--- src/rtl/uart_pkg.sv ---
// uart_pkg: shared definitions for the Wishbone-attached UART.
//   - register address constants (DATA, STATUS, DIV_LO, DIV_HI)
//   - STATUS bit index constants
//   - uart_state_t: state encoding used by both the TX and RX FSMs
//   - eff_div(): clamps a programmed divisor to the minimum usable value
package uart_pkg;

    localparam logic [1:0] ADDR_DATA   = 2'd0;
    localparam logic [1:0] ADDR_STATUS = 2'd1;
    localparam logic [1:0] ADDR_DIV_LO = 2'd2;
    localparam logic [1:0] ADDR_DIV_HI = 2'd3;

    localparam int ST_TX_FULL  = 0;
    localparam int ST_TX_EMPTY = 1;
    localparam int ST_RX_EMPTY = 2;
    localparam int ST_RX_FULL  = 3;
    localparam int ST_OVERRUN  = 4;
    localparam int ST_FRAMING  = 5;
    localparam int ST_TX_BUSY  = 6;

    typedef enum logic [1:0] {
        S_IDLE  = 2'd0,
        S_START = 2'd1,
        S_DATA  = 2'd2,
        S_STOP  = 2'd3
    } uart_state_t;

    localparam logic [15:0] DIV_MIN = 16'd4;

    // Divisors below DIV_MIN leave no room for a mid-bit sample point.
    function automatic logic [15:0] eff_div(input logic [15:0] d);
        return (d < DIV_MIN) ? DIV_MIN : d;
    endfunction

endpackage

--- src/rtl/sync_fifo.sv ---
// sync_fifo: single-clock FIFO with wrap-bit pointers.
// Parameters: WIDTH (data bits), DEPTH (entries, power of two).
// Ports:
//   i_clk, i_rst_n        clock, asynchronous active-low reset
//   i_push, i_push_data   write request and data (dropped when full unless
//                         a pop happens in the same cycle)
//   i_pop                 read request (ignored when empty)
//   o_pop_data            head entry, valid whenever o_empty=0
//   o_full, o_empty       exact occupancy flags
module sync_fifo #(
    parameter int WIDTH = 8,
    parameter int DEPTH = 16
) (
    input  logic             i_clk,
    input  logic             i_rst_n,
    input  logic             i_push,
    input  logic [WIDTH-1:0] i_push_data,
    input  logic             i_pop,
    output logic [WIDTH-1:0] o_pop_data,
    output logic             o_full,
    output logic             o_empty
);

    localparam int AW = (DEPTH > 1) ? $clog2(DEPTH) : 1;

    logic [AW:0]      r_wr_ptr;
    logic [AW:0]      r_rd_ptr;
    logic [WIDTH-1:0] r_mem [DEPTH];
    logic             w_do_push;
    logic             w_do_pop;

    assign o_empty = (r_wr_ptr == r_rd_ptr);
    // Same slot index but different wrap bit: writer is one lap ahead.
    assign o_full  = (r_wr_ptr[AW] != r_rd_ptr[AW]) &&
                     (r_wr_ptr[AW-1:0] == r_rd_ptr[AW-1:0]);

    assign w_do_pop  = i_pop && !o_empty;
    // A pop in the same cycle frees the head slot, so a push into a full
    // FIFO is still accepted; the head is read before it is overwritten.
    assign w_do_push = i_push && (!o_full || w_do_pop);

    assign o_pop_data = r_mem[r_rd_ptr[AW-1:0]];

    always_ff @(posedge i_clk) begin
        if (w_do_push) begin
            r_mem[r_wr_ptr[AW-1:0]] <= i_push_data;
        end
    end

    always_ff @(posedge i_clk or negedge i_rst_n) begin
        if (!i_rst_n) begin
            r_wr_ptr <= '0;
            r_rd_ptr <= '0;
        end else begin
            if (w_do_push) r_wr_ptr <= r_wr_ptr + {{AW{1'b0}}, 1'b1};
            if (w_do_pop)  r_rd_ptr <= r_rd_ptr + {{AW{1'b0}}, 1'b1};
        end
    end

endmodule

--- src/rtl/uart_wb_fifo.sv ---
// uart_wb_fifo: 8N1 UART with TX/RX FIFOs behind a small Wishbone-style
// register port.
// Parameters: CLK_HZ (clock Hz), BAUD (reset baud), FIFO_DEPTH (entries).
// Ports:
//   clk, reset_n                 clock, asynchronous active-low reset
//   wb_addr, wb_data_in, wb_we   register select, write data, direction
//   wb_stb / wb_ack              request / one-cycle acknowledge
//   wb_data_out                  read data, valid while wb_ack=1
//   tx_bit / rx_bit              serial lines (rx_bit is asynchronous)
//   irq                          interrupt request
// Build option: define UART_WB_FIFO_IRQ_EN to enable the registered irq
// output; otherwise irq is tied low.
//
// Handshake: a request is accepted on a rising edge where wb_stb=1 and
// wb_ack=0; wb_ack is high for the following cycle only, and the side
// effect (push, pop, register write) happens exactly at the accepting
// edge. Holding wb_stb high therefore yields an ack every other cycle.
module uart_wb_fifo
    import uart_pkg::*;
#(
    parameter int CLK_HZ     = 12000000,
    parameter int BAUD       = 115200,
    parameter int FIFO_DEPTH = 16
) (
    input  logic       clk,
    input  logic       reset_n,
    input  logic [1:0] wb_addr,
    input  logic [7:0] wb_data_in,
    output logic [7:0] wb_data_out,
    input  logic       wb_we,
    input  logic       wb_stb,
    output logic       wb_ack,
    output logic       tx_bit,
    input  logic       rx_bit,
    output logic       irq
);

    localparam logic [15:0] DIV_RESET = 16'(CLK_HZ / BAUD);

    // ---------------- bus side ----------------
    logic        r_ack;
    logic [7:0]  r_rdata;
    logic [15:0] r_div;
    logic        r_overrun;
    logic        r_framing;
    logic        w_acc, w_wr, w_rd, w_sts_wr;
    logic        w_tx_push, w_rx_pop;
    logic [7:0]  w_status;
    logic [7:0]  w_rdata;

    logic        w_tx_full, w_tx_empty, w_rx_full, w_rx_empty;
    logic [7:0]  w_tx_dout, w_rx_dout;

    assign w_acc     = wb_stb && !r_ack;
    assign w_wr      = w_acc && wb_we;
    assign w_rd      = w_acc && !wb_we;
    assign w_sts_wr  = w_wr && (wb_addr == ADDR_STATUS);
    assign w_tx_push = w_wr && (wb_addr == ADDR_DATA);
    assign w_rx_pop  = w_rd && (wb_addr == ADDR_DATA);

    // ---------------- TX FSM signals ----------------
    uart_state_t r_tx_state, w_tx_next;
    logic [15:0] r_tx_div, r_tx_cnt;
    logic [2:0]  r_tx_idx;
    logic [7:0]  r_tx_shift;
    logic        w_tx_bit_end, w_tx_pop, w_tx_line;

    // ---------------- RX FSM signals ----------------
    uart_state_t r_rx_state, w_rx_next;
    logic [1:0]  r_rx_sync;
    logic [15:0] r_rx_div, r_rx_cnt;
    logic [2:0]  r_rx_idx;
    logic [7:0]  r_rx_shift;
    logic        w_rx_line, w_rx_half, w_rx_bit_end;
    logic        w_rx_push, w_rx_ovr, w_rx_frm;

    always_comb begin
        w_status              = 8'h00;
        w_status[ST_TX_FULL]  = w_tx_full;
        w_status[ST_TX_EMPTY] = w_tx_empty;
        w_status[ST_RX_EMPTY] = w_rx_empty;
        w_status[ST_RX_FULL]  = w_rx_full;
        w_status[ST_OVERRUN]  = r_overrun;
        w_status[ST_FRAMING]  = r_framing;
        w_status[ST_TX_BUSY]  = (r_tx_state != S_IDLE);
    end

    always_comb begin
        w_rdata = 8'h00;
        case (wb_addr)
            ADDR_DATA:   w_rdata = w_rx_empty ? 8'h00 : w_rx_dout;
            ADDR_STATUS: w_rdata = w_status;
            ADDR_DIV_LO: w_rdata = r_div[7:0];
            ADDR_DIV_HI: w_rdata = r_div[15:8];
            default:     w_rdata = 8'h00;
        endcase
    end

    always_ff @(posedge clk or negedge reset_n) begin
        if (!reset_n) begin
            r_ack     <= 1'b0;
            r_rdata   <= 8'h00;
            r_div     <= DIV_RESET;
            r_overrun <= 1'b0;
            r_framing <= 1'b0;
        end else begin
            r_ack   <= w_acc;
            r_rdata <= w_rd ? w_rdata : 8'h00;
            if (w_wr && wb_addr == ADDR_DIV_LO) r_div[7:0]  <= wb_data_in;
            if (w_wr && wb_addr == ADDR_DIV_HI) r_div[15:8] <= wb_data_in;
            // A new error event in the clearing cycle wins over the clear.
            r_overrun <= (r_overrun && !(w_sts_wr && wb_data_in[ST_OVERRUN])) || w_rx_ovr;
            r_framing <= (r_framing && !(w_sts_wr && wb_data_in[ST_FRAMING])) || w_rx_frm;
        end
    end

    assign wb_ack      = r_ack;
    assign wb_data_out = r_rdata;

    // ---------------- FIFOs ----------------
    sync_fifo #(.WIDTH(8), .DEPTH(FIFO_DEPTH)) u_tx_fifo (
        .i_clk       (clk),
        .i_rst_n     (reset_n),
        .i_push      (w_tx_push),
        .i_push_data (wb_data_in),
        .i_pop       (w_tx_pop),
        .o_pop_data  (w_tx_dout),
        .o_full      (w_tx_full),
        .o_empty     (w_tx_empty)
    );

    sync_fifo #(.WIDTH(8), .DEPTH(FIFO_DEPTH)) u_rx_fifo (
        .i_clk       (clk),
        .i_rst_n     (reset_n),
        .i_push      (w_rx_push),
        .i_push_data (r_rx_shift),
        .i_pop       (w_rx_pop),
        .o_pop_data  (w_rx_dout),
        .o_full      (w_rx_full),
        .o_empty     (w_rx_empty)
    );

    // ---------------- TX FSM ----------------
    assign w_tx_bit_end = (r_tx_cnt == r_tx_div - 16'd1);

    always_ff @(posedge clk or negedge reset_n) begin
        if (!reset_n) r_tx_state <= S_IDLE;
        else          r_tx_state <= w_tx_next;
    end

    always_comb begin
        w_tx_next = r_tx_state;
        case (r_tx_state)
            S_IDLE:  if (!w_tx_empty) w_tx_next = S_START;
            S_START: if (w_tx_bit_end) w_tx_next = S_DATA;
            S_DATA:  if (w_tx_bit_end && r_tx_idx == 3'd7) w_tx_next = S_STOP;
            S_STOP:  if (w_tx_bit_end) w_tx_next = w_tx_empty ? S_IDLE : S_START;
            default: w_tx_next = S_IDLE;
        endcase
    end

    always_comb begin
        w_tx_line = 1'b1;
        w_tx_pop  = 1'b0;
        case (r_tx_state)
            S_IDLE:  w_tx_pop  = !w_tx_empty;
            S_START: w_tx_line = 1'b0;
            S_DATA:  w_tx_line = r_tx_shift[0];
            // Popping at the end of the stop bit chains frames with no gap.
            S_STOP:  w_tx_pop  = w_tx_bit_end && !w_tx_empty;
            default: w_tx_line = 1'b1;
        endcase
    end

    // The line is decoded from state, so reset forces it high immediately.
    assign tx_bit = w_tx_line;

    // The divisor is latched with each popped byte, so reprogramming it
    // mid-frame only affects the next frame.
    always_ff @(posedge clk or negedge reset_n) begin
        if (!reset_n) begin
            r_tx_div   <= eff_div(DIV_RESET);
            r_tx_cnt   <= 16'd0;
            r_tx_idx   <= 3'd0;
            r_tx_shift <= 8'h00;
        end else if (w_tx_pop) begin
            r_tx_div   <= eff_div(r_div);
            r_tx_cnt   <= 16'd0;
            r_tx_idx   <= 3'd0;
            r_tx_shift <= w_tx_dout;
        end else if (r_tx_state != S_IDLE) begin
            if (w_tx_bit_end) begin
                r_tx_cnt <= 16'd0;
                if (r_tx_state == S_DATA) begin
                    r_tx_shift <= r_tx_shift >> 1;
                    r_tx_idx   <= r_tx_idx + 3'd1;
                end
            end else begin
                r_tx_cnt <= r_tx_cnt + 16'd1;
            end
        end
    end

    // ---------------- RX FSM ----------------
    always_ff @(posedge clk or negedge reset_n) begin
        if (!reset_n) r_rx_sync <= 2'b11;
        else          r_rx_sync <= {r_rx_sync[0], rx_bit};
    end

    assign w_rx_line    = r_rx_sync[1];
    assign w_rx_half    = (r_rx_cnt == (r_rx_div >> 1));
    assign w_rx_bit_end = (r_rx_cnt == r_rx_div - 16'd1);

    always_ff @(posedge clk or negedge reset_n) begin
        if (!reset_n) r_rx_state <= S_IDLE;
        else          r_rx_state <= w_rx_next;
    end

    always_comb begin
        w_rx_next = r_rx_state;
        case (r_rx_state)
            S_IDLE:  if (!w_rx_line) w_rx_next = S_START;
            // A line back high at mid start bit was a glitch.
            S_START: if (w_rx_half) w_rx_next = w_rx_line ? S_IDLE : S_DATA;
            S_DATA:  if (w_rx_bit_end && r_rx_idx == 3'd7) w_rx_next = S_STOP;
            S_STOP:  if (w_rx_bit_end) w_rx_next = S_IDLE;
            default: w_rx_next = S_IDLE;
        endcase
    end

    always_comb begin
        w_rx_push = 1'b0;
        w_rx_ovr  = 1'b0;
        w_rx_frm  = 1'b0;
        if (r_rx_state == S_STOP && w_rx_bit_end) begin
            w_rx_push = w_rx_line;
            // Full with a same-cycle bus pop still has room for the byte.
            w_rx_ovr  = w_rx_line && w_rx_full && !w_rx_pop;
            w_rx_frm  = !w_rx_line;
        end
    end

    // After the mid-start resample every later sample is one full bit on,
    // which lands each data and stop sample at mid-bit.
    always_ff @(posedge clk or negedge reset_n) begin
        if (!reset_n) begin
            r_rx_div   <= eff_div(DIV_RESET);
            r_rx_cnt   <= 16'd0;
            r_rx_idx   <= 3'd0;
            r_rx_shift <= 8'h00;
        end else begin
            case (r_rx_state)
                S_IDLE: begin
                    r_rx_cnt <= 16'd0;
                    r_rx_idx <= 3'd0;
                    r_rx_div <= eff_div(r_div);
                end
                S_START: r_rx_cnt <= w_rx_half ? 16'd0 : r_rx_cnt + 16'd1;
                S_DATA: begin
                    if (w_rx_bit_end) begin
                        r_rx_cnt   <= 16'd0;
                        r_rx_shift <= {w_rx_line, r_rx_shift[7:1]};
                        r_rx_idx   <= r_rx_idx + 3'd1;
                    end else begin
                        r_rx_cnt <= r_rx_cnt + 16'd1;
                    end
                end
                S_STOP:  r_rx_cnt <= w_rx_bit_end ? 16'd0 : r_rx_cnt + 16'd1;
                default: r_rx_cnt <= 16'd0;
            endcase
        end
    end

    // ---------------- interrupt ----------------
`ifdef UART_WB_FIFO_IRQ_EN
    logic r_irq;
    always_ff @(posedge clk or negedge reset_n) begin
        if (!reset_n) r_irq <= 1'b0;
        else          r_irq <= !w_rx_empty || w_tx_empty || r_overrun || r_framing;
    end
    assign irq = r_irq;
`else
    assign irq = 1'b0;
`endif

endmodule

--- config.mk ---
export PLATFORM = sky130hd
export DESIGN_NAME = uart_wb_fifo
export DESIGN_NICKNAME = d
export VERILOG_FILES = /design/src/rtl/uart_pkg.sv /design/src/rtl/sync_fifo.sv /design/src/rtl/uart_wb_fifo.sv
export SDC_FILE = /design/constraint.sdc
export NUM_CORES = 1
export LEC_CHECK = 0
export BUFFER_PORTS_ARGS = -buffer_cell sky130_fd_sc_hd__buf_2
export CORE_UTILIZATION = 52
export DETAILED_ROUTE_END_ITERATION = 7
export GPL_TIMING_DRIVEN = 0
export PLACE_DENSITY = 0.78
export SKIP_LAST_GASP = 1
export SLEW_MARGIN = 20
export SYNTH_ARGS = -nofsm -noshare
export SYNTH_HDL_FRONTEND = slang
export SYNTH_SLANG_ARGS = --single-unit
export TNS_END_PERCENT = 10
--- constraint.sdc ---
create_clock -name clk -period 5.4 [get_ports clk]
set_input_delay 0.27 -clock clk [delete_from_list [all_inputs] [get_ports clk]]
set_output_delay 0.27 -clock clk [all_outputs]
set_load 0.02 [all_outputs]
* Word level (Yosys, flattened, before mapping)
Memories as Yosys holds them, arrays and structs flattened.
Cells that the tools add are included.
** Cells by class
- Equal/unequal tests :: 29
- Order comparisons :: 1
- Add/subtract/negate cells :: 10
- Multiplexer cells :: 41
- Reduce and logical (&&, ||, !) cells :: 52
** Operators with widths (count)
- 16-bit two-way mux :: 6
- 8-bit two-way mux :: 6
- 16-bit one-hot mux with 3 select lines :: 1
- 16-bit by 1-bit adder with 16-bit output, second input constant :: 2
- 16-bit == test :: 2
- 8-bit one-hot mux with 4 select lines :: 1
- 16-bit by 1-bit subtractor with 16-bit output, second input constant :: 2
- 1-bit logical AND :: 24
- 5-bit by 1-bit adder with 5-bit output, second input constant :: 4
- 2-bit two-way mux :: 9
- 2-bit inequality test, second input constant :: 9
- 16-bit by 15-bit == test with 1-bit output :: 1
- 16-bit by 3-bit < comparator with 1-bit output, second input constant :: 1
- 2-bit one-hot mux with 4 select lines :: 2
- 3-bit two-way mux :: 5
- 2-bit == test, second input constant :: 6
- 5-bit == test :: 2
- 1-bit logical NOT :: 10
- 2-bit nonzero test :: 5
- 4-bit == test :: 2
- 1-bit two-way mux :: 8
- 4-bit AND reduction :: 2
- 3-bit by 1-bit adder with 3-bit output, second input constant :: 2
- 2-bit by 1-bit == test with 1-bit output, second input constant :: 3
- 9 further kinds :: 18
** Word-level totals
- Memories kept :: 2
- Register bits :: 139
- Input port bits :: 15
- Bits in writable memories :: 256
- Logic and storage cells :: 156
- Output and inout port bits :: 11
** Memories
- u_rx_fifo.r_mem :: depth 16, bits a word 8, rd ports 1, clocked after memory_dff 0, write ports 1, RTL line sync_fifo.sv:28 : logic [WIDTH-1:0] r_mem [DEPTH];
- u_tx_fifo.r_mem :: depth 16, bits a word 8, rd ports 1, clocked after memory_dff 0, write ports 1, RTL line sync_fifo.sv:28

* Depth between registers and ports, before layout
Gate-level depths: netlist of run 1.
- Word-level depth :: 9
- Gate-level depth with buffers :: 11
- Mapped depth without buffers :: 9

* Hierarchy
A second synthesis of run 1 with hierarchy kept.
** Unflattened totals
- Cell total of the unflattened synthesis :: 1214
- Area, all modules :: 17720.7 µm²
** Modules (own cells, without submodules)
- sync_fifo :: cells each 269, sequential area each 4093.9 µm², area each 5527.8 µm², instances 2
- uart_wb_fifo :: cells each 676, sequential area each 2991.6 µm², area each 6665.1 µm², instances 1

* Worst setup path after synthesis of run 1
OpenSTA, ideal clock, no wires.
- Path kind :: register to register
- Start :: register r_rx_div[3]
- End :: memory u_rx_fifo.r_mem[1][0] (enable)
- Stages on the path, launching flop included :: 10
- Clock period less this slack :: 4.202 ns
- Setup time :: 0.395 ns
- Required time :: 5.005 ns
- Path slack :: 1.198 ns
- Path buffers :: 2
- Arrival time :: 3.808 ns
- Cells stage by stage :: dfstp_2 > buf_2 > or4_1 > or4_1 > xnor2_1 > or3_1 > or4_1 > buf_2 > nor3_4 > nor4bb_1
** Between the ends
- Cells in the longest elaborated chain, start to end :: 7
** Ends and longest elaborated chain
- from (decl) :: RTL line uart_wb_fifo.sv:71 : logic [15:0] r_rx_div, r_rx_cnt;
- from (signal assigned) :: RTL line uart_wb_fifo.sv:247 : r_rx_div <= eff_div(DIV_RESET);
- from (signal assigned) :: RTL line uart_wb_fifo.sv:256 : r_rx_div <= eff_div(r_div);
- 16-bit by 1-bit subtractor with 16-bit output :: RTL line uart_wb_fifo.sv:212 : assign w_rx_bit_end = (r_rx_cnt == r_rx_div - 16'd1);
- 16-bit == test :: RTL line uart_wb_fifo.sv:212
- 1-bit logical AND :: RTL line uart_wb_fifo.sv:235 : if (r_rx_state == S_STOP && w_rx_bit_end) begin
- 1-bit two-way mux :: RTL line uart_wb_fifo.sv:235
- 1-bit logical AND :: RTL line sync_fifo.sv:40 : assign w_do_push = i_push && (!o_full || w_do_pop);
- 1-bit two-way mux :: RTL line sync_fifo.sv:45 : if (w_do_push) begin
- 1-bit two-way mux (not written as such) :: RTL line sync_fifo.sv:46 : r_mem[r_wr_ptr[AW-1:0]] <= i_push_data;
- to (decl) :: RTL line sync_fifo.sv:28
Every way passes these cells.

* Worst setup path after layout of run 1
- Start :: register r_tx_div[0]
- End :: memory u_tx_fifo.r_mem[5][5] (enable)
** Between the ends
- Cells in the longest elaborated chain, start to end :: 9
** Ends and longest elaborated chain
- from (decl) :: RTL line uart_wb_fifo.sv:63 : logic [15:0] r_tx_div, r_tx_cnt;
- from (signal assigned) :: RTL line uart_wb_fifo.sv:182 : r_tx_div <= eff_div(DIV_RESET);
- from (signal assigned) :: RTL line uart_wb_fifo.sv:187 : r_tx_div <= eff_div(r_div);
- 16-bit by 1-bit subtractor with 16-bit output :: RTL line uart_wb_fifo.sv:144 : assign w_tx_bit_end = (r_tx_cnt == r_tx_div - 16'd1);
- 16-bit == test :: RTL line uart_wb_fifo.sv:144
- 1-bit logical AND :: RTL line uart_wb_fifo.sv:170 : S_STOP: w_tx_pop = w_tx_bit_end && !w_tx_empty;
- 1-bit one-hot mux with 2 select lines :: RTL line uart_wb_fifo.sv:165 : case (r_tx_state)
- 1-bit logical AND :: RTL line sync_fifo.sv:37 : assign w_do_pop = i_pop && !o_empty;
- 1-bit logical OR :: RTL line sync_fifo.sv:40
- 1-bit logical AND :: RTL line sync_fifo.sv:40
- 1-bit two-way mux :: RTL line sync_fifo.sv:45
- 1-bit two-way mux (not written as such) :: RTL line sync_fifo.sv:46
- to (decl) :: RTL line sync_fifo.sv:28
Every way passes these cells.

==> results of run 1 <==
==> layout make-up <==
| cell class | instances | area (um^2) | area share, % |
|---|---|---|---|
| Antenna cell | 1 | 2.50 | 0.0125 |
| Buffer | 62 | 282 | 1.41 |
| Clock buffer | 52 | 1130 | 5.63 |
| Clock inverter | 23 | 190 | 0.949 |
| Inverter | 21 | 78.8 | 0.394 |
| Multi-Input combinational cell | 682 | 6390 | 31.9 |
| Sequential cell | 395 | 11200 | 55.8 |
| Tap cell | 448 | 561 | 2.80 |
| Timing Repair Buffer | 31 | 215 | 1.07 |
==> worst max path at each step <==
stage,slack (ns),cells after the start,endpoint,startpoint
2_1_floorplan,1.20,9,u_rx_fifo.r_mem[1][0],r_rx_div[3]
3_3_place_gp,-0.07,9,u_rx_fifo.r_mem[1][2],r_rx_div[3]
3_5_place_dp,1.07,10,u_tx_fifo.r_mem[5][2],r_tx_div[0]
4_1_cts,1.04,10,u_tx_fifo.r_mem[5][5],r_tx_div[0]
5_1_grt,0.81,10,u_tx_fifo.r_mem[5][5],r_tx_div[0]
6_report,1.04,10,u_tx_fifo.r_mem[5][5],r_tx_div[0]
==> worst register-to-register path, cell delays in order, from the launching register on <==
cell and delay, ns:
sky130_fd_sc_hd__dfrtp_1 0.44, sky130_fd_sc_hd__inv_1 0.09, sky130_fd_sc_hd__ha_1 0.29, sky130_fd_sc_hd__or4bb_1 0.51
sky130_fd_sc_hd__a211oi_1 0.28, sky130_fd_sc_hd__o2111ai_1 0.20, sky130_fd_sc_hd__nor4_4 0.59, sky130_fd_sc_hd__nand4_1 0.39
sky130_fd_sc_hd__nand2_1 0.33, sky130_fd_sc_hd__buf_4 0.22, sky130_fd_sc_hd__and4b_1 0.67
==> synth_stat cells, types with 16 or more instances <==
master	n
sky130_fd_sc_hd__edfxtp_1	256
sky130_fd_sc_hd__dfrtp_1	128
sky130_fd_sc_hd__mux4_2	80
sky130_fd_sc_hd__nor2_1	58
sky130_fd_sc_hd__mux2_2	49
sky130_fd_sc_hd__xnor2_1	47
sky130_fd_sc_hd__xor2_1	47
sky130_fd_sc_hd__nand2_1	40
sky130_fd_sc_hd__clkbuf_1	36
sky130_fd_sc_hd__a21oi_1	30
sky130_fd_sc_hd__and3_1	23
sky130_fd_sc_hd__ha_1	23
sky130_fd_sc_hd__nand3_1	22
sky130_fd_sc_hd__o21ai_0	22
sky130_fd_sc_hd__inv_1	21
sky130_fd_sc_hd__nor3_1	20
sky130_fd_sc_hd__mux2i_1	17
sky130_fd_sc_hd__nor4_1	16
==> flip-flops by register name (all words and copies together) (netlist names), 2 cells and up, named ones only <==
signal              cells
r_rx_cnt               16
u_rx_fifo.r_rd_ptr      5
u_rx_fifo.r_wr_ptr      5
u_rx_fifo.r_mem       128
u_tx_fifo.r_rd_ptr      5
r_tx_div               16
u_tx_fifo.r_mem       128
wb_data_out             8
r_tx_shift              8
r_tx_idx                3
u_tx_fifo.r_wr_ptr      5
r_rx_shift              8
r_div                  16
r_rx_div               16
r_tx_cnt               16
r_rx_idx                3
r_tx_state              2
r_rx_sync               2
==> stage by stage <==
stage | util (%) | setup TNS [ns] | cells | area, um^2
after floorplan | - | 0 | 1160 | 17900
after global placement | 55.1 | -0.580 | 1632 | 18600
after detailed placement | 55.5 | 0 | 1637 | 18700
after CTS | 59.4 | 0 | 1714 | 20000
after global routing | 59.4 | 0 | 1715 | 20000
final | 59.4 | 0 | 1715 | 20000
==> routing by layer <==
| metal | wire, um | share of wire [%] | GRT usage (%) |
|---|---|---|---|
| met3 | 2110 | 5.3 | 3.90 |
| met4 | 1100 | 2.8 | 6.94 |
| met5 | 11 | 0.028 | 0 |
| met1 | 16500 | 42 | 30.9 |
| met2 | 19800 | 50 | 39.6 |
==> cell families after synthesis <==
kind of cell	share of synthesized area [%]
flip-flops	62.6
AND/OR/NAND/NOR	9.33
multiplexers	14.8
AO/OA/AOI/OAI	5.12
XOR/XNOR	4.61
buffers and inverters	2.02
adder cells (fa/ha/maj)	1.61
other	0.0210
==> power groups by stage <==
stage               logic (mW)  clock network [mW]  registers [mW]
floorplan                 2.43                   0            3.83
CTS                       3.18                2.79            3.89
finish                    3.17                2.75            3.90
global route              3.46                2.91            3.94
global placement          3.01                   0            3.93
detailed placement        3.13                   0            3.95
==> impl_results.md, run 1 <==
* Run status: finished, final reports clean
* Internal power summed over all cells at 6.51 mW
* Critical path's slowest cell: sky130_fd_sc_hd__and4b_1
* Layout Skew at 0.0219 ns
* Clock root cell: sky130_fd_sc_hd__clkbuf_16
* EDFF count, synth at 256
* DRC violations left at 0
* Top-area cell type share of the netlist area at 43.0%
* Worst hold endpoint: wb_ack
* Delay-heaviest family, CP: simple AND/OR/NAND/NOR gates
* Count of vias placed by the detailed router at 10401
* Total of max-cap violations at 0
* Number of buffers created by CTS at 41
* Count of fill cells added during filler insertion at 2527
* Core Footprint at 33700 um^2
* PortBufs at 24
* Most used cells in the layout excluding fill and tap cells: 256 x sky130_fd_sc_hd__edfxtp_1, 128 x sky130_fd_sc_hd__dfrtp_1, 80 x sky130_fd_sc_hd__mux4_2
* Launch instance of the worst register-to-register path: r_tx_div[0]
* Starting density of the core at 53.0%
* Routability congestion estimate from global placement at 0.857
* Worst Setup End Kind: flip-flop
* Pin count of the biggest net entering global routing at 76
* Switching power total at 3.32 mW
* Die outline area at 35100 um^2
* Synth Area per Inst at 15.4 um^2
* Die H at 187 um
* Post-synthesis register bit count at 395
* Fmax achieved at 229 MHz
* CTS resizes at 0
* Number of top-level pins at 26
* First-pass GRT wire length at 62.0 mm
* Final worst path period share at 80.7%
* Final-stage net count at 1272
* Initial drt markers at 823
* Hold path depth at 2
* Signal arrival time at the worst endpoint at 4.54 ns
* Sequential share of the synthesized area at 62.6%
* Reg2Reg Capture Point: u_tx_fifo.r_mem[5][5]
* Half-perimeter wire length after detailed placement at 25.4 mm
* Final hold viol count at 0
* Clock slew at reported path FFs at 0.06 ns
* Critical-path maximum fanout at 10
* Required time at the worst-slack endpoint at 5.58 ns
* Class of the tightest hold or removal check: in -> reg
* Fin crit period at 4.36 ns
* Cells on worst reg2reg path at 10
* Worst hold start: wb_stb
* Count of buffer and inverter cells on the critical path at 2
* H-tree Lvls at 2
* Overall fraction of global-route tracks in use at 23.3%
* Chain of cells forming the critical path: inv_1 > ha_1 > or4bb_1 > a211oi_1 > o2111ai_1 > nor4_4 > nand4_1 > nand2_1 > buf_4 > and4b_1
* Number of buffers inserted by hold repair at cts at 2
* Drt first pass iters at 5
* Unrepaired setup endpoints after global routing: false
* Synth Warn # at 0
* Leading post-synthesis cells by cell area: sky130_fd_sc_hd__edfxtp_1 43%, sky130_fd_sc_hd__dfrtp_1 18%, sky130_fd_sc_hd__mux4_2 10%
* Count of nets left with antenna violations after detail routing at 0
* Initial antenna violation count at 2
* Worst setup slack after placement at 1.07 ns
* Portion of total power attributed to combinational logic at 32.3%
* Latest clock arrival within the worst-skew pair at 0.56 ns
* Maximum number of buffers from clock root to sink at 3
* Element type at the critical path start: flip-flop
* Area leader, netlist: sky130_fd_sc_hd__edfxtp_1
* Largest incremental delay on the critical path at 0.67 ns
* IR Drop Worst-Case VDD at 269 uV
* Number of post-CTS setup repair buffers at 0
* Total grt overflow at 0
* Number of sinks on the clock net at 395
* Post-synthesis instance total at 1160
* Power density cells at 490 nW/um^2
* Tightest slew margin relative to the limit at 26.7%
* Layout overhead on the synthesized area at 12.1%
* Share of synthesized flip-flops with an asynchronous set or reset at 35.2%
* Final worst hold slack at 0.0823 ns
* TritonCTS clock tree: done
* Clock network fraction of design power at 28.0%
* Worst reg-to-reg setup slack at 1.04 ns
* Most frequent standard cell in the layout excluding fill and tap cells: sky130_fd_sc_hd__edfxtp_1
* Cell area after technology mapping at 17900 um^2
* Mapped Nets at 1198
* Leakage at 7.42 nW
* Final routed wire length divided by cell count at 23.1 um
* Via count of the first global-routing pass at 10579
* Synth Flop Type: sky130_fd_sc_hd__edfxtp_1
* Final routed wirelength across all metal layers at 39.6 mm
* Critical setup path kind: reg -> reg
* Total Power at 9.82 mW
* Total count of max-transition violations in the final report at 0
* Horizontal die dimension at 187 um
* Sw Share at 33.8%
* Via density per instance at 6.06
* Portion of total power attributed to sequential cells at 39.7%
* Cell row count at 67
* Share of layout cells above drive strength 1 at 21.9%
* Slew at the pin with the worst max-slew slack at 1.10 ns
* Synth cell types at 81
* Number of endpoints failing setup at the final stage at 0
* Post-route worst setup slack at 1.04 ns
Power figures use the tool's default switching activity.
==> run 2: changes to the inputs <==
Settings changed: PLACE_DENSITY 0.78 to 0.8.
Clock period 5.4 ns to 3.88 ns, I/O delays scaled along.
==> impl_results.md, run 2 (synthesized netlist as in run 1, its figures left out) <==
* First-pass GRT wire length at 62.2 mm
* Count of nets left with antenna violations after detail routing at 0
* Violated checks: setup timing
* Via density per instance at 6.14
* Initial drt markers at 1089
* Unrepaired setup endpoints after global routing: true
* TritonCTS clock tree: done
* Half-perimeter wire length after detailed placement at 25.9 mm
* Slew at the pin with the worst max-slew slack at 0.924 ns
* Number of buffers created by CTS at 41
* Share of layout cells above drive strength 1 at 24.0%
* Count of vias placed by the detailed router at 10561
* Share of the core filled with cells in the final layout at 60.2%
* Drt first pass iters at 5
* Worst setup slack after placement at -0.480 ns
* Power density cells at 696 nW/um^2
* Fin cells at 1720
* Hold path depth at 1
* Routability congestion estimate from global placement at 0.866
* Cell row count at 67
* Tightest slew margin relative to the limit at 37.8%
* Initial antenna violation count at 2
* Fin crit period at 3.97 ns
* Final non-filler cell area at 20300 um^2
* PortBufs at 24
* Post-route worst setup slack at -0.0856 ns
* Starting density of the core at 53.0%
* Total count of max-transition violations in the final report at 0
* Area post-placement at 18700 um^2
* Number of top-level pins at 26
* IR Drop Worst-Case VDD at 321 uV
* Required time at the worst-slack endpoint at 4.06 ns
* Horizontal die dimension at 187 um
* Core Footprint at 33700 um^2
* Total of max-cap violations at 0
* H-tree Lvls at 2
* Most frequent standard cell in the layout excluding fill and tap cells: sky130_fd_sc_hd__edfxtp_1
* Total grt overflow at 0
* Worst Setup End Kind: flip-flop
* Layout Skew at 0.0178 ns
* Run status: complete, but fails checks
* Final-stage net count at 1275
* DRC violations left at 0
* Element type at the critical path start: flip-flop
* Most used cells in the layout excluding fill and tap cells: 256 x sky130_fd_sc_hd__edfxtp_1, 128 x sky130_fd_sc_hd__dfrtp_1, 80 x sky130_fd_sc_hd__mux4_2
* Pin count of the biggest net entering global routing at 83
* Number of sinks on the clock net at 395
* Critical setup path kind: reg -> reg
* Overall fraction of global-route tracks in use at 23.2%
* Final worst path period share at 102%
* Final hold viol count at 0
* Final routed wire length divided by cell count at 23.3 um
* Fmax achieved at 252 MHz
* Total Power at 14.1 mW
* Clock slew at reported path FFs at 0.06 ns
* Cells on worst reg2reg path at 9
* Class of the tightest hold or removal check: in -> reg
* Signal arrival time at the worst endpoint at 4.15 ns
* Cell Count Post-Placement at 1635
* Latest clock arrival within the worst-skew pair at 0.55 ns
* Worst reg-to-reg setup slack at -0.09 ns
* Number of endpoints failing setup at the final stage at 104
* Via count of the first global-routing pass at 10603
* Maximum number of buffers from clock root to sink at 3
* Die outline area at 35100 um^2
* Leakage at 7.49 nW
* Layout overhead on the synthesized area at 13.5%
* Critical-path maximum fanout at 10
* Die H at 187 um
* Clock root cell: sky130_fd_sc_hd__clkbuf_16
* Final routed wirelength across all metal layers at 40.0 mm
[run 2: layout make-up]
type                            instances  area [um^2]
Fill cell                            2411        13400
Multi-Input combinational cell        682         6470
Tap cell                              448          561
Clock inverter                         22          324
Inverter                               21         78.8
Buffer                                 61          292
Clock buffer                           54         1120
Timing Repair Buffer                   35          253
Antenna cell                            2         5.00
Sequential cell                       395        11200
[run 2: repair_timing]
item | in CTS | in global routing
pin swaps | 2 | 1
setup endpoints to repair | 264 | 251
hold buffers | 3 | 0
resized for setup | 32 | 8
buffers inserted | 3 | 2
endpoints found under the hold margin | 59 | 0
[run 2: final timing paths]
path / from / endpoint
worst max-delay path: r_tx_div[2] / u_tx_fifo.r_mem[9][5]
worst min-delay path: wb_data_in[6] / u_tx_fifo.r_mem[8][6]
worst max register to register: r_tx_div[2] / u_tx_fifo.r_mem[9][5]
worst min register to register: r_rx_sync[0] / r_rx_sync[1]
max in group asynchronous: reset_n / r_rx_sync[0]
min in group asynchronous: reset_n / r_tx_cnt[2]
[run 2: where the power goes]
| group | total (mW) | switching [mW] | internal, mW |
|---|---|---|---|
| sequential | 5.45 | 0.524 | 4.93 |
| clock | 4.18 | 1.66 | 2.52 |
| combinational | 4.48 | 2.48 | 2.00 |
[run 2: critical path, stage by stage, from the launching register on]
cell and delay, ns:
sky130_fd_sc_hd__dfrtp_1 0.37, sky130_fd_sc_hd__buf_6 0.13, sky130_fd_sc_hd__or4_4 0.52, sky130_fd_sc_hd__buf_6 0.15, sky130_fd_sc_hd__or4_4 0.49, sky130_fd_sc_hd__a211o_1 0.32, sky130_fd_sc_hd__a22oi_4 0.31, sky130_fd_sc_hd__nand4_1 0.33
sky130_fd_sc_hd__nand2_1 0.32, sky130_fd_sc_hd__and4b_1 0.64
[run 2: through the flow]
| stage | setup TNS, ns | hold WS, ns |
|---|---|---|
| finish | -2.88 | 0.0542 |
| floorplan | 0 | -0.102 |
| global placement | -76.61 | 0.302 |
| detailed placement | -71.51 | 0.157 |
| CTS | -12.65 | 0.0293 |
| global route | -18.46 | 0.0434 |
[run 2: per-layer routing]
metal	global-route usage [%]	routed length, um	part of all wire (%)
met3	4.11	2220	5.5
met4	9.44	1490	3.7
met1	30.2	16400	41
met2	38.9	19900	50
met5	0	0	0
